--- src/rtl/fpm_pkg.sv ---
// Shared types and constants for the radix-8 Booth floating-point multiplier datapath.
package fpm_pkg;

    typedef enum logic [1:0] {
        IDLE,
        REDUCE,
        DONE
    } pp_csa_state_e;

    localparam int RADIX8_SHIFT = 3;

    function automatic int ceilDiv(input int num, input int den);
        return (num + den - 1) / den;
    endfunction

endpackage

--- src/rtl/pp_csa_reducer_if.sv ---
// Valid/ready bundle between the Booth encoder, the CSA reducer and the final adder.
// The in_addend signal exists only when PP_CSA_REDUCER_ADDEND_EN is defined.
interface pp_csa_reducer_if #(
    parameter int NUM_PP = 9,
    parameter int PP_W   = 27,
    parameter int OUT_W  = 48
);
    logic                   in_valid;
    logic                   in_ready;
    logic [NUM_PP*PP_W-1:0] in_pp;
`ifdef PP_CSA_REDUCER_ADDEND_EN
    logic [OUT_W-1:0]       in_addend;
`endif
    logic                   out_valid;
    logic                   out_ready;
    logic [OUT_W-1:0]       out_sum;
    logic [OUT_W-1:0]       out_carry;

    modport master (
        output in_valid, in_pp, out_ready,
`ifdef PP_CSA_REDUCER_ADDEND_EN
        output in_addend,
`endif
        input  in_ready, out_valid, out_sum, out_carry
    );

    modport slave (
        input  in_valid, in_pp, out_ready,
`ifdef PP_CSA_REDUCER_ADDEND_EN
        input  in_addend,
`endif
        output in_ready, out_valid, out_sum, out_carry
    );

endinterface

--- src/rtl/pp_csa_reducer_csa_row.sv ---
// One row of 3:2 carry-save full adders; the carry row comes out already shifted to its weight.
module csa_row #(
    parameter int W = 48
) (
    input  logic [W-1:0] a_i,
    input  logic [W-1:0] b_i,
    input  logic [W-1:0] c_i,
    output logic [W-1:0] sum_o,
    output logic [W-1:0] carry_o
);

    assign sum_o = a_i ^ b_i ^ c_i;

    // The top-bit majority would land at weight 2^W and is dropped by the modular arithmetic.
    assign carry_o = {(a_i[W-2:0] & b_i[W-2:0]) |
                      (a_i[W-2:0] & c_i[W-2:0]) |
                      (b_i[W-2:0] & c_i[W-2:0]), 1'b0};

endmodule

--- src/rtl/pp_csa_reducer.sv ---
// Multi-cycle carry-save reducer: folds PP_PER_CYCLE Booth rows per clock into a sum/carry pair.
// Defining PP_CSA_REDUCER_ADDEND_EN preloads in_addend into the accumulator (fused MAC).
module pp_csa_reducer
    import fpm_pkg::*;
#(
    parameter int NUM_PP       = 9,
    parameter int PP_W         = 27,
    parameter int OUT_W        = 48,
    parameter int PP_PER_CYCLE = 3
) (
    input logic              clk,
    input logic              rst,
    pp_csa_reducer_if.slave  bus
);

    localparam int G    = ceilDiv(NUM_PP, PP_PER_CYCLE);
    localparam int GW   = (G > 1) ? $clog2(G) : 1;
    localparam int NPAD = G * PP_PER_CYCLE;

    pp_csa_state_e          state_q, state_d;
    logic [GW-1:0]          grp_q, grp_d;
    logic [NUM_PP*PP_W-1:0] pp_q, pp_d;
    logic [OUT_W-1:0]       accSum_q, accSum_d;
    logic [OUT_W-1:0]       accCarry_q, accCarry_d;

    logic                   inReady;
    logic [OUT_W-1:0]       rowShifted [NPAD];
    logic [OUT_W-1:0]       grpRow [PP_PER_CYCLE];

    function automatic logic [OUT_W-1:0] shiftRow(input logic [PP_W-1:0] row, input int idx);
        logic [OUT_W-1:0] ext;
        ext = OUT_W'(row);
        return ext << (RADIX8_SHIFT * idx);
    endfunction

    // Rows past NUM_PP pad the last group with zeros so every group has the same shape.
    for (genvar i = 0; i < NPAD; i++) begin : g_row
        if (i < NUM_PP) begin : g_live
            assign rowShifted[i] = shiftRow(pp_q[i*PP_W +: PP_W], i);
        end else begin : g_pad
            assign rowShifted[i] = '0;
        end
    end

    always_comb begin
        for (int k = 0; k < PP_PER_CYCLE; k++) begin
            grpRow[k] = '0;
            for (int g = 0; g < G; g++) begin
                if (grp_q == GW'(g)) begin
                    grpRow[k] = rowShifted[g*PP_PER_CYCLE + k];
                end
            end
        end
    end

    for (genvar k = 0; k < PP_PER_CYCLE; k++) begin : g_csa
        logic [OUT_W-1:0] s;
        logic [OUT_W-1:0] c;
        if (k == 0) begin : g_first
            csa_row #(.W(OUT_W)) u_csa (
                .a_i(accSum_q), .b_i(accCarry_q), .c_i(grpRow[k]),
                .sum_o(s), .carry_o(c)
            );
        end else begin : g_next
            csa_row #(.W(OUT_W)) u_csa (
                .a_i(g_csa[k-1].s), .b_i(g_csa[k-1].c), .c_i(grpRow[k]),
                .sum_o(s), .carry_o(c)
            );
        end
    end

    always_comb begin
        state_d    = state_q;
        grp_d      = grp_q;
        pp_d       = pp_q;
        accSum_d   = accSum_q;
        accCarry_d = accCarry_q;
        inReady    = 1'b0;

        case (state_q)
            IDLE: inReady = 1'b1;
            REDUCE: begin
                accSum_d   = g_csa[PP_PER_CYCLE-1].s;
                accCarry_d = g_csa[PP_PER_CYCLE-1].c;
                grp_d      = grp_q + 1'b1;
                if (grp_q == GW'(G - 1)) begin
                    state_d = DONE;
                    grp_d   = '0;
                end
            end
            DONE: begin
                inReady = bus.out_ready;
                if (bus.out_ready) begin
                    state_d = IDLE;
                end
            end
            default: state_d = IDLE;
        endcase

        // Acceptance overrides the DONE->IDLE step so sets can run back-to-back.
        if (inReady && bus.in_valid) begin
            pp_d       = bus.in_pp;
`ifdef PP_CSA_REDUCER_ADDEND_EN
            accSum_d   = bus.in_addend;
`else
            accSum_d   = '0;
`endif
            accCarry_d = '0;
            grp_d      = '0;
            state_d    = REDUCE;
        end
    end

    always_ff @(posedge clk or posedge rst) begin
        if (rst) begin
            state_q    <= IDLE;
            grp_q      <= '0;
            pp_q       <= '0;
            accSum_q   <= '0;
            accCarry_q <= '0;
        end else begin
            state_q    <= state_d;
            grp_q      <= grp_d;
            pp_q       <= pp_d;
            accSum_q   <= accSum_d;
            accCarry_q <= accCarry_d;
        end
    end

    assign bus.in_ready  = inReady;
    assign bus.out_valid = (state_q == DONE);
    assign bus.out_sum   = accSum_q;
    assign bus.out_carry = accCarry_q;

endmodule
--- src/flat_wrapper.sv ---
// flat-port wrapper written by rule: the top's interface ports become plain ports
module pp_csa_reducer_flat import fpm_pkg::*;
#(
    parameter int NUM_PP       = 9,
    parameter int PP_W         = 27,
    parameter int OUT_W        = 48,
    parameter int PP_PER_CYCLE = 3
)
  (clk, rst, bus_in_valid, bus_in_pp, bus_out_ready, bus_in_ready, bus_out_valid, bus_out_sum, bus_out_carry);
  pp_csa_reducer_if #(.NUM_PP(NUM_PP), .PP_W(PP_W), .OUT_W(OUT_W)) bus_i ();
  input logic clk;
  input logic rst;
  input wire logic [$bits(bus_i.in_valid)-1:0] bus_in_valid;
  input wire logic [$bits(bus_i.in_pp)-1:0] bus_in_pp;
  input wire logic [$bits(bus_i.out_ready)-1:0] bus_out_ready;
  output wire logic [$bits(bus_i.in_ready)-1:0] bus_in_ready;
  output wire logic [$bits(bus_i.out_valid)-1:0] bus_out_valid;
  output wire logic [$bits(bus_i.out_sum)-1:0] bus_out_sum;
  output wire logic [$bits(bus_i.out_carry)-1:0] bus_out_carry;
  assign bus_i.in_valid = bus_in_valid;
  assign bus_i.in_pp = bus_in_pp;
  assign bus_i.out_ready = bus_out_ready;
  assign bus_in_ready = bus_i.in_ready;
  assign bus_out_valid = bus_i.out_valid;
  assign bus_out_sum = bus_i.out_sum;
  assign bus_out_carry = bus_i.out_carry;
  pp_csa_reducer #(.NUM_PP(NUM_PP), .PP_W(PP_W), .OUT_W(OUT_W), .PP_PER_CYCLE(PP_PER_CYCLE)) u_core (.clk(clk), .rst(rst), .bus(bus_i));
endmodule
--- config.mk ---
export PLATFORM = sky130hd
export DESIGN_NAME = pp_csa_reducer_flat
export DESIGN_NICKNAME = d
export VERILOG_FILES = /design/src/rtl/fpm_pkg.sv /design/src/rtl/pp_csa_reducer_if.sv /design/src/rtl/pp_csa_reducer_csa_row.sv /design/src/rtl/pp_csa_reducer.sv /design/src/flat_wrapper.sv
export SDC_FILE = /design/constraint.sdc
export NUM_CORES = 1
export LEC_CHECK = 0
export ABC_AREA = 1
export CAP_MARGIN = 20
export CORE_AREA = 2 2 192 194
export CTS_CLUSTER_SIZE = 14
export DETAILED_ROUTE_END_ITERATION = 16
export DIE_AREA = 0 0 194 196
export PLACE_DENSITY = 0.84
export RECOVER_POWER = 100
export SLEW_MARGIN = 20
export SYNTH_ARGS = -nofsm -noshare
export SYNTH_HDL_FRONTEND = slang
export SYNTH_SLANG_ARGS = --single-unit
--- constraint.sdc ---
create_clock -name clk -period 13.8 [get_ports clk]
set_clock_uncertainty 0.1 [all_clocks]
set_input_delay 4.14 -clock clk [delete_from_list [all_inputs] [get_ports clk]]
set_output_delay 4.14 -clock clk [all_outputs]
set_load 0.01 [all_outputs]
==> qor.csv, run 1 <==
stage;metric;value;unit
clock_tree;cts_tree;done;
placement;post-place-cells;2204;
route;avgRoutedWirePerCell;19.6;um
clock_tree;cts_sinks;337;
clock_tree;cts_resized;0;
placement;numPortBuffers;338;
setup_path;endpoint_kind;flip-flop;
logic_synthesis;synth_cells;1468;
placement;hpwlAfterDp;30400;um
outcome;status;finished with violations;
global_routing;grt.overflow.total;0;
timing;rsz0062_at_grt;no;
setup_path;path_max_fanout;194;
route;drcViolationCount;0;
cells_and_area;fin_util;60.0;%
cells_and_area;num-nets-final;2162;
timing;period_minus_slack;10810;ps
timing;setup_tns;0;ps
global_routing;grt_start_max_net_pins;195;
floorplanning;rows;70;
clock_tree;clk_pin_slew;60;ps
route;ant_nets;0;
power_and_ir_drop;power.leakage;9.99;nW
floorplanning;die_h;196;um
global_routing;antenna_found_initial;4;
route;num_vias;12000;
cells_and_area;final_cells;2272;
floorplanning;die_area;38000;um2
setup_path;path_class;input port to flip-flop;
setup_path;startpoint_type;input port;
logic_synthesis;synth_area;16700;um2
clock_tree;htreeDepth;2;
clock_tree;root_buffer;clkbuf_16;
worst_hold_path;min_path_type;flip-flop to flip-flop;
global_routing;grt_pass1_vias;13100;
timing;worstMarginPinSlew;5500;ps
setup_path;worst_ep_arrival_time;11120;ps
clock_tree;cts_setup_buffers;0;
timing;clock.fmax;0.0925;GHz
logic_synthesis;yosys.cell_types.count;29;
logic_synthesis;ys_seq_area_share;50.4;%
logic_synthesis;yosysWarningCount;0;
setup_path;crit_required;14100;ps
global_routing;grt_pass1_wl;70600;um
logic_synthesis;syn_area_per_cell;11.4;um2
floorplanning;io_pins;345;
outcome;violations;max-capacitance violations, max-slew violations;
floorplanning;design.core.area;36100;um2
flow_run;drv_cap;4;
clock_tree;numCtsBuffers;38;
route;drt-total-wl;44600;um
power_and_ir_drop;peakVddDrop;0.000235;V
route;first_pass_iters;5;
placement;gp_congestion;0.865;
route;drt-initial-drc-count;767;
route;via_per_inst;5.29;
timing;slew_viol_final;338;
clock_tree;cts_hold_buf;0;
cells_and_area;drive_gt1_share;6.33;%
clock_tree;clockBufferDepth;3;
timing;setup_viol;0;
logic_synthesis;ys_seq_elements;337;
clock_tree;clkLatencyLatePin;540;ps
cells_and_area;area_delta_synth_final;29.4;%
timing;finalCritPeriodShare;78.4;%
timing;final_hold_viol_count;0;
global_routing;grtUsageTotal;23.6;%
floorplanning;die_w;194;um
floorplanning;initial_core_util;46.4;%
power_and_ir_drop;pwr_density_cell;280;nW/um2
timing;slew_headroom;-266;%
## final timing paths
kind                                     to  depth (start not counted)  slack, ps              start
max in group asynchronous  u_core.pp_q[163]                          4       5610                rst
setup reg to reg            u_core.pp_q[37]                          5       6790  u_core.state_q[1]
hold / removal             u_core.pp_q[199]                          1        390   u_core.pp_q[199]
setup / recovery            u_core.pp_q[37]                          7       2990      bus_out_ready
min in group asynchronous  u_core.pp_q[134]                          2       5250                rst
hold reg to reg            u_core.pp_q[199]                          1        390   u_core.pp_q[199]
## critical path, cell delays in order
cell	delay, ps
dlygate4sd3_1	540
inv_1	80
a21oi_1	70
nand2_1	1110
clkbuf_1	3890
buf_12	480
mux2_2	420
## state kept, by name (all words and copies together), names as in the netlist
name / count
u_core.bus.out_carry: 45
u_core.bus.out_sum: 48
u_core.grp_q: 2
u_core.pp_q: 240
u_core.state_q: 2
## logic make-up after synthesis
kind of cell    synth area share [%]
mux                             9.55
flops                           50.4
fa+ha+maj                       16.0
simple gates                    6.76
buf+inv                         6.95
compound gates                  10.3
other cells                   0.0224
## metal layers
metal / wire length (um) / GRT usage, % / vias up / part of all wire [%]
met5: 13 / 0 / - / 0.029
met4: 1450 / 8.25 / 2 / 3.2
met3: 3580 / 6.58 / 97 / 8.0
met2: 22000 / 39.8 / 437 / 49
met1: 17500 / 29.3 / 6100 / 39
li1: - / - / 5375 / -
## cells in the final DEF, fill, tap and decap left out
| cell type | instances |
|---|---|
| conb_1 | 3 |
| buf_4 | 7 |
| fa_1 | 127 |
| diode_2 | 3 |
| mux2_1 | 104 |
| clkbuf_1 | 10 |
| clkinv_2 | 4 |
| mux2_2 | 38 |
| o22ai_1 | 35 |
| nand2_1 | 134 |
| dfrtp_1 | 337 |
| a22oi_1 | 2 |
| clkinv_1 | 1 |
| inv_6 | 1 |
| o21ai_0 | 67 |
| nor2_4 | 4 |
| o21ai_1 | 1 |
| nor2_1 | 142 |
| buf_6 | 3 |
| clkbuf_16 | 39 |
| inv_2 | 3 |
| a22o_1 | 63 |
| ha_1 | 11 |
| nand3_1 | 12 |
| dlygate4sd3_1 | 97 |
| nand4_1 | 1 |
| clkinvlp_2 | 2 |
| inv_1 | 180 |
| o211ai_1 | 2 |
| clkdlybuf4s50_1 | 241 |
| a21oi_1 | 117 |
| buf_12 | 1 |
| clkbuf_8 | 6 |
| clkinvlp_4 | 1 |
| bufinv_16 | 5 |
## synthesized netlist by cell type
master / n / area [um2]
a21oi_1: 116 / 581
a21oi_2: 1 / 8.76
a22o_1: 63 / 552
a22oi_1: 2 / 15.0
buf_1: 8 / 30.0
buf_2: 36 / 180
buf_4: 4 / 30.0
buf_6: 12 / 135
clkbuf_1: 24 / 90.1
clkinv_1: 1 / 3.75
conb_1: 1 / 3.75
dfrtp_1: 337 / 8430
fa_1: 127 / 2540
ha_1: 11 / 138
inv_1: 182 / 683
inv_2: 3 / 11.3
mux2_1: 104 / 1170
mux2_2: 38 / 428
nand2_1: 132 / 495
nand2_2: 2 / 12.5
nand3_1: 12 / 60.1
nand4_1: 1 / 6.26
nor2_1: 144 / 541
nor2_2: 1 / 6.26
nor2_4: 1 / 11.3
o211ai_1: 2 / 15.0
o21ai_0: 67 / 335
o21ai_1: 1 / 5.00
o22ai_1: 35 / 219
## final cells by class
type | count | area, um2
flip-flops and latches | 337 | 8430
diodes | 3 | 7.51
clock buffers | 53 | 1090
well taps | 468 | 586
fillers | 2784 | 14400
inverters | 186 | 701
repair buffers | 351 | 3500
multi-input cells | 863 | 7160
clock inverters | 11 | 186
## power by group
group | switching [mW] | leakage [nW] | internal [mW] | total (mW)
clock network | 0.411 | 0.624 | 0.642 | 1.05
logic | 1.76 | 5.38 | 1.49 | 3.25
registers | 0.283 | 3.98 | 1.49 | 1.77
total | 2.46 | 9.99 | 3.62 | 6.07
## stage by stage
step	power, mW	cell area, um2	hold slack (ps)	setup WS, ps
floorplan	3.97	16700	365	222
global route	6.61	21700	410	2500
finish	6.07	21700	390	2990
CTS	6.16	21700	394	4050
detailed placement	5.05	20400	381	4050
global placement	4.80	20400	374	4050
(Power assumes the default switching activity.)
==> run 2: changes to the inputs <==
- clock period: 13.8 -> 9.5 ns (I/O delays scaled with it)
==> run 2 against run 1 <==
  * The flow still finishes with violations (max-capacitance violations, max-slew violations)
  * Final area decreased by 0.46%
  * Critical endpoint is now u_core.bus.out_sum[5]
  * Final cell count is essentially flat
  * Sequential power up 45%
  * Via count about the same
  * Critical path depth is 1 higher
==> qor.csv, run 2 (synthesis gave the netlist of run 1 again) <==
stage;metric;value;unit;change
outcome;status;finished with violations;;
outcome;violations;max-capacitance violations, max-slew violations;;
global_routing;grtUsageMet2;39.6;%;-0.20 points
floorplanning;die_area;38000;um2;unchanged
setup_path;rrSetupSlack;4290;ps;-2500 ps
global_routing;antenna_found_initial;5;;+1
floorplanning;io_pins;345;;unchanged
clock_tree;cts_resized;0;;unchanged
timing;period_minus_slack;7520;ps;
global_routing;met3_usage;7.00;%;+0.41 points
global_routing;grt_start_max_net_pins;213;;+9.2%
placement;gp_congestion;0.861;;-0.37%
setup_path;crit_required;9810;ps;-4290 ps
setup_path;path_buf_inv;4;;unchanged
setup_path;endpoint;u_core.bus.out_sum[5];;
power_and_ir_drop;pwr_density_cell;400;nW/um2;+43%
setup_path;startpoint;bus_out_ready;;
floorplanning;design.core.area;36100;um2;unchanged
route;num_vias;12000;;-0.075%
placement;numPortBuffers;338;;unchanged
setup_path;slowest_delay;1090;ps;-2800 ps
route;avgRoutedWirePerCell;19.5;um;-0.38%
floorplanning;die_h;196;um;unchanged
clock_tree;cts_sinks;337;;unchanged
route;first_pass_iters;5;;unchanged
route;drcViolationCount;0;;unchanged
clock_tree;htreeDepth;2;;unchanged
cells_and_area;largest_register_ffs;240;;unchanged
setup_path;path_max_fanout;129;;-34%
global_routing;grt.overflow.total;0;;unchanged
clock_tree;clk_pin_slew;60;ps;about the same
global_routing;grtUsageTotal;24.1;%;+0.46 points
setup_path;reg2reg_to;u_core.bus.out_sum[5];;
cells_and_area;area_delta_synth_final;28.8;%;
clock_tree;clkLatencyLatePin;530;ps;about the same
global_routing;grt_pass1_wl;71500;um;+1.3%
floorplanning;initial_core_util;46.4;%;unchanged
route;drt-total-wl;44400;um;-0.34%
timing;finalCritPeriodShare;79.2;%;
cells_and_area;fin_util;59.8;%;-0.28 points
timing;worstMarginPinSlew;3490;ps;-2010 ps
cells_and_area;layout_commonest_cell;dfrtp_1;;
clock_tree;clockBufferDepth;3;;unchanged
timing;fin_hold_ws;390;ps;+0.416 ps
setup_path;endpoint_kind;flip-flop;;
cells_and_area;num-nets-final;2161;;-0.046%
cells_and_area;fillers;2844;;+2.2%
setup_path;cp_cell_sequence;dlygate4sd3_1 -> inv_1 -> a21oi_1 -> nand2_8 -> nand2_1 -> clkinvlp_2 -> clkbuf_2 -> a22o_1;;
setup_path;worstSetupPathDepth;8;;+1
clock_tree;cts_setup_buffers;0;;unchanged
placement;hpwlAfterDp;31200;um;+2.9%
clock_tree;cts_tree;done;;
setup_path;critPathSlowestCell;clkinvlp_2;;
clock_tree;cts_hold_buf;0;;unchanged
power_and_ir_drop;power.leakage;9.94;nW;-0.45%
timing;setup_viol;0;;unchanged
timing;slew_headroom;-132;%;+130 points
global_routing;grt_pass1_vias;13000;;-0.13%
timing;final_hold_viol_count;0;;unchanged
cells_and_area;drive_gt1_share;6.49;%;+0.16 points
setup_path;crit_family;buffers and inverters;;
floorplanning;die_w;194;um;unchanged
timing;clock.fmax;0.133;GHz;
cells_and_area;final_cell_mix;dfrtp_1 (337), clkdlybuf4s50_1 (241), inv_1 (180), nor2_1 (142), nand2_1 (133);;
global_routing;busiest_layer;met2;;
route;via_per_inst;5.28;;-0.12%
setup_path;path_class;input port to flip-flop;;
cells_and_area;top_register;u_core.pp_q;;
setup_path;startpoint_type;input port;;
timing;slew_viol_final;305;;-9.8%
setup_path;reg2reg_depth;8;;+3
flow_run;drv_cap;4;;unchanged
route;ant_nets;0;;unchanged
setup_path;worst_ep_arrival_time;7840;ps;-3280 ps
floorplanning;rows;70;;unchanged
timing;setup_tns;0;ps;unchanged
power_and_ir_drop;peakVddDrop;0.000434;V;+85%
clock_tree;root_buffer;clkbuf_16;;
timing;rsz0062_at_grt;no;;
route;drt-initial-drc-count;638;;-17%
worst_hold_path;min_path_type;flip-flop to flip-flop;;
setup_path;r2r-start;u_core.state_q[0];;
global_routing;gr-usage-met1;30.4;%;+1.0 points
clock_tree;numCtsBuffers;37;;-2.6%
run 2: changes by cell type in the layout (fill, tap and decap cells not counted), sizes merged:
| cell | before | now |
|---|---|---|
| inv | 184 | 183 |
| buf | 11 | 9 |
| clkinv | 5 | 8 |
| clkinvlp | 3 | 4 |
| clkbuf | 55 | 59 |
| bufinv | 5 | 1 |
run 2: worst reg2reg max path, cell delays in order, from the launching register on:
cell and delay, ps:
dfrtp_1 440, inv_1 110, nor2_4 80, buf_4 630
inv_2 490, nand2_1 490, clkinvlp_2 1100, clkbuf_2 1070
a22o_1 600
run 2: how the worst min path moves through the flow:
stage                            end  cells past startpoint              from  slack, ps
finish               u_core.pp_q[80]                      1   u_core.pp_q[80]        390
global route          u_core.pp_q[3]                      1    u_core.pp_q[3]        400
CTS                  u_core.pp_q[10]                      1   u_core.pp_q[10]        390
detailed placement   u_core.pp_q[10]                      1   u_core.pp_q[10]        380
global placement    u_core.pp_q[227]                      1  u_core.pp_q[227]        370
floorplan           u_core.pp_q[117]                      1  u_core.pp_q[117]        360
run 2: power by group:
part | total [mW] | internal, mW | switching (mW)
registers | 2.57 | 2.16 | 0.411
logic | 4.65 | 2.12 | 2.53
clock network | 1.40 | 0.822 | 0.583
total | 8.62 | 5.09 | 3.53
run 2: final cells by class:
| type | instances | area [um2] | share of cell area, % |
|---|---|---|---|
| multi-input cells | 863 | 7180 | 33.3 |
| inverters | 186 | 701 | 3.25 |
| clock inverters | 10 | 80.1 | 0.371 |
| flip-flops and latches | 337 | 8430 | 39.1 |
| clock buffers | 55 | 1090 | 5.07 |
| well taps | 468 | 586 | 2.72 |
| repair buffers | 351 | 3480 | 16.1 |
| diodes | 3 | 7.51 | 0.0348 |
run 2: layer usage:
| layer | vias up | share of wire, % |
|---|---|---|
| met5 | - | 0.043 |
| met4 | 4 | 3.5 |
| met3 | 108 | 7.7 |
| met2 | 427 | 49 |
| met1 | 6100 | 39 |
| li1 | 5363 | - |
run 2: through the flow:
step                power, mW  instance area [um2]  setup slack (ps)  instances
floorplan                5.77                16800              2050       1470
global placement         6.97                20400              2300       2205
detailed placement       7.33                20400              2290       2205
CTS                      8.79                21600              2290       2270
global route             9.43                21600              1580       2273
finish                   8.62                21600              1980       2273
